### src/rtl/match_run_tracker.sv
// Tracks contiguous runs of z=1 from the sequence detector: current/last/longest
// run length, saturating run count, one-cycle run-end strobe and sticky alarm.
module match_run_tracker #(
    parameter int CNT_W = 8,
    parameter int EVT_W = 8
) (
    input  logic             clk,
    input  logic             reset,
    input  logic             z,
    input  logic             clear,
    input  logic [CNT_W-1:0] threshold,
    output logic [CNT_W-1:0] run_len,
    output logic [CNT_W-1:0] last_run,
    output logic [CNT_W-1:0] max_run,
    output logic [EVT_W-1:0] event_count,
    output logic             run_done,
    output logic             alarm
);

    typedef enum logic [1:0] {IDLE, RUN, DONE} state_t;

    localparam logic [CNT_W-1:0] CNT_MAX = '1;
    localparam logic [EVT_W-1:0] EVT_MAX = '1;

    state_t           state;
    logic [CNT_W-1:0] run_nxt;
    logic [EVT_W-1:0] evt_inc;

    // Next run length is shared by the run_len register and the alarm compare,
    // so the alarm fires on the same edge run_len reaches the threshold.
    always_comb begin
        run_nxt = '0;
        case (state)
            IDLE, DONE: run_nxt = z ? CNT_W'(1) : '0;
            RUN:        run_nxt = !z ? '0 :
                                  (run_len == CNT_MAX) ? run_len : run_len + CNT_W'(1);
            default:    run_nxt = '0;
        endcase
    end

    assign evt_inc = (event_count == EVT_MAX) ? event_count : event_count + EVT_W'(1);

    always_ff @(posedge clk or negedge reset) begin
        if (!reset) begin
            state       <= IDLE;
            run_len     <= '0;
            last_run    <= '0;
            max_run     <= '0;
            event_count <= '0;
            run_done    <= 1'b0;
            alarm       <= 1'b0;
        end else if (clear) begin
            state       <= IDLE;
            run_len     <= '0;
            last_run    <= '0;
            max_run     <= '0;
            event_count <= '0;
            run_done    <= 1'b0;
            alarm       <= 1'b0;
        end else begin
            run_len  <= run_nxt;
            run_done <= 1'b0;
            if (threshold != '0 && run_nxt >= threshold)
                alarm <= 1'b1;
            case (state)
                IDLE: begin
                    if (z) begin
                        state       <= RUN;
                        event_count <= evt_inc;
                    end
                end
                RUN: begin
                    if (!z) begin
                        state    <= DONE;
                        run_done <= 1'b1;
                        last_run <= run_len;
                        if (run_len > max_run)
                            max_run <= run_len;
                    end
                end
                DONE: begin
                    if (z) begin
                        state       <= RUN;
                        event_count <= evt_inc;
                    end else begin
                        state <= IDLE;
                    end
                end
                default: state <= IDLE;
            endcase
        end
    end

endmodule
### config.mk
export PLATFORM = sky130hd
export DESIGN_NAME = match_run_tracker
export DESIGN_NICKNAME = d
export VERILOG_FILES = /design/src/rtl/match_run_tracker.sv
export SDC_FILE = /design/constraint.sdc
export NUM_CORES = 1
export LEC_CHECK = 0
export ABC_CLOCK_PERIOD_IN_PS = 4860
export CAP_MARGIN = 5
export CORE_UTILIZATION = 55
export CTS_CLUSTER_SIZE = 12
export DETAILED_ROUTE_END_ITERATION = 16
export GPL_ROUTABILITY_DRIVEN = 0
export GPL_TIMING_DRIVEN = 0
export PLACE_DENSITY = 0.86
export SYNTH_ARGS = -nofsm -noshare
export SYNTH_HDL_FRONTEND = slang
export SYNTH_SLANG_ARGS = --single-unit
### constraint.sdc
create_clock -name clk -period 4.86 [get_ports clk]
set_input_delay 0.729 -clock clk [delete_from_list [all_inputs] [get_ports clk]]
set_output_delay 0.729 -clock clk [all_outputs]
set_load 0.01 [all_outputs]
==> results.json <==
{
  "swShare_pct": 22.7,
  "finalMaxSlewViolations": 0,
  "postCtsSetupRepairBufs": 0,
  "timing.critical_path.slowest_stage_cell": "clkdlybuf4s50_1",
  "fp-row-count": 22,
  "fin_crit_sh_pct": 58.9,
  "clock_path_buffers": 2,
  "globalRouteMet3Util_pct": 6.43,
  "fin_nets": 311,
  "mean_instance_size_in_the_synthesized_netlist_sq_um": 9.28,
  "power_density_nw_per_um2": 227,
  "share_of_total_power_in_combinational_logic_pct": 8.8,
  "synth_ff_type": "dfrtp_1",
  "wl_um": 4690,
  "number_of_buffers_added_on_ports": 44,
  "worst_pin_slew_ns": 0.783,
  "grt_use_total_pct": 25.4,
  "insertion_delay_ns": 0.29,
  "route.vias.total": 1849,
  "max_slew_margin_pct": 47.8,
  "numCtsBuffers": 5,
  "clk_root_buffer_cell": "clkbuf_8",
  "placed_cells": 322,
  "antenna_found_initial": 0,
  "async_reset_ff_share_pct": 100,
  "critical_path.reg2reg.endpoint": "alarm",
  "unrepaired_setup_endpoints_after_global_routing": "no",
  "cts.clk_slew.worst_paths_ns": 0.07,
  "hpwlAfterDp_um": 3400,
  "dieArea_sq_um": 4130,
  "drv.max_cap_violation_count": 0,
  "clock-skew-final_ns": 0.00341,
  "r2r-start": "run_len[1]",
  "ioPinCount": 46,
  "postSynthCellCount": 230,
  "initial_utilization_pct": 57.9,
  "use_met2_pct": 41.4,
  "power.switching_mw": 0.141,
  "dpl-instance-area_sq_um": 2630,
  "hold_buffer_count_at_cts": 0,
  "vdd_drop_max_mv": 0.155,
  "pin_count_of_the_biggest_net_entering_global_routing": 37,
  "wl_per_cell_um": 14.2,
  "drtAntennaViolNets": 0,
  "cts-htree-levels": 2,
  "syn_nets": 260,
  "internal_power_mw": 0.480,
  "drt-initial-drc-count": 140,
  "tritoncts": "yes",
  "post_synth_instance_area_sq_um": 2130,
  "first_global_vias": 1756,
  "final_design_area_no_fill_sq_um": 2740,
  "clock_power_share_pct": 41.7,
  "viasPerCell": 5.60,
  "seqPwrFrac_pct": 49.5,
  "post_route_cells_drive_above_1_share_pct": 4.96,
  "hold_class": "input pin to asynchronous set/reset pin",
  "post_layout_nonfiller_instances": 330,
  "drt_pre_antenna_iters": 4,
  "die_width_um": 64.3,
  "number_of_distinct_library_cell_variants_in_the_gate_level_netlist_after_synthesis": 34,
  "cts_repair_resize_count": 0,
  "path_buf_inv": 2,
  "final-setup-viol-count": 0,
  "grt_pass1_wl_um": 7980,
  "n_fill_cell": 273,
  "cp_max_fo": 10,
  "met1_usage_pct": 32.0,
  "syn_to_final_growth_pct": 28.3,
  "synth-edff-count": 0,
  "final_util_pct": 74.2,
  "global_route.peak_usage_layer": "met2",
  "die_y_um": 64.3,
  "final-hold-violation-count": 0,
  "arrival_ns": 3.01,
  "core_region_area_sq_um": 3690,
  "fin_crit_ns": 2.86,
  "gr-total-overflow": 0,
  "remaining_drc_errors": 0,
  "cp_data_required_time_ns": 5.01,
  "antenna-diode-count": 0,
  "totalNegativeSetupSlack_ns": 0,
  "static-leakage-power_nw": 1.16,
  "highest_clock_rate_mhz": 349,
  "total_power_mw": 0.620,
  "yosysWarnings": 0,
  "critPathLaunchType": "input pin",
  "path_cells": "clkdlybuf4s50_1, nand3b_1, clkbuf_1, nor2_1, ha_1, a21oi_1, nor2b_1, a2111oi_0, a211oi_1",
  "worstRegToRegCells": 10,
  "postSynthRegisterBits": 36,
  "synth_sequential_area_ratio_pct": 42.2,
  "critPathTopFamily": "buffers and inverters",
  "cp_slowest_stage_delay_ns": 0.52,
  "tritoncts_num_sinks": 36,
  "timing_worst_setup_path_type": "input pin to flip-flop",
  "status": "finished, final reports clean",
  "cp-end-kind": "flip-flop",
  "ff2ff_setup_slack_ns": 2.17
}
power groups by stage:
| stage | logic [mW] | clock network (mW) | registers [mW] |
|---|---|---|---|
| 3_3_place_gp | 0.0543 | 0 | 0.313 |
| 6_report | 0.0545 | 0.259 | 0.307 |
| 5_1_grt | 0.0628 | 0.275 | 0.307 |
| 2_1_floorplan | 0.0270 | 0 | 0.313 |
| 3_5_place_dp | 0.0553 | 0 | 0.313 |
| 4_1_cts | 0.0555 | 0.262 | 0.307 |
area by class of cell:
| cell class | count | area [sq um] | area share [%] |
|---|---|---|---|
| sequential | 36 | 901 | 32.9 |
| tap | 48 | 60.1 | 2.19 |
| timing repair buffer | 44 | 435 | 15.9 |
| buffer | 9 | 36.3 | 1.33 |
| inverter | 16 | 60.1 | 2.19 |
| multi-input combinational | 169 | 1140 | 41.5 |
| clock buffer | 6 | 72.6 | 2.65 |
| clock inverter | 2 | 35.0 | 1.28 |
kinds of logic after synthesis:
kind of cell	after synthesis	share of synthesized area, %
mux	11	5.16
compound gates	33	10.1
simple gates	100	24.6
flops	36	42.2
buf+inv	25	4.51
xor+xnor	7	2.87
fa+ha+maj	18	10.6
cells in the final DEF (no fill, tap or decap), types with 10 or more instances in the layout:
master           netlist  layout
clkdlybuf4s50_1        0      43
dfrtp_1               36      36
nor2_1                23      23
nand2_1               20      20
nand2b_1              18      18
ha_1                  18      18
a21oi_1               17      17
inv_1                 16      16
mux2i_1               11      11
nor3_1                10      10
worst max path at each step:
stage	startpoint	end	slack [ns]	depth (start not counted)
2_1_floorplan	run_len[1]	alarm	2.57	10
3_3_place_gp	z	alarm	1.84	9
3_5_place_dp	z	alarm	1.69	9
4_1_cts	z	alarm	1.98	9
5_1_grt	z	alarm	1.84	9
6_report	z	alarm	2.00	9
metal layers:
metal	routed length (um)	up-vias	share of wire [%]
met4	51	0	1.1
met2	2360	53	50
met3	213	6	4.5
met5	0	-	0
li1	-	900	-
met1	2070	890	44
cells in the mapped netlist (3+ instances only):
cell type / count / share of area [%]
xnor2_1: 3 / 1.2
clkbuf_1: 5 / 0.88
and4_4: 3 / 1.6
a21oi_1: 17 / 4.0
mux2i_1: 11 / 5.2
nand4_1: 3 / 0.88
nand2_1: 20 / 3.5
nor2_1: 23 / 4.0
nand2b_1: 18 / 5.3
nand3_1: 7 / 1.6
ha_1: 18 / 11
xor2_1: 4 / 1.6
o21ai_0: 6 / 1.4
nor3_1: 10 / 2.3
and3_1: 4 / 1.2
inv_1: 16 / 2.8
dfrtp_1: 36 / 42
state kept, by name, summed over array words and instances, names as in the netlist:
register and cells:
event_count 8, last_run 8, max_run 8, run_len 8, state 2, alarm 1, run_done 1
through the flow:
stage	hold WS (ns)	setup slack (ns)
5_1_grt	0.547	1.84
3_5_place_dp	0.515	1.69
6_report	0.516	2.00
2_1_floorplan	0.433	2.57
4_1_cts	0.525	1.98
3_3_place_gp	0.509	1.84
Note: power is estimated with default switching activity, not from simulation.
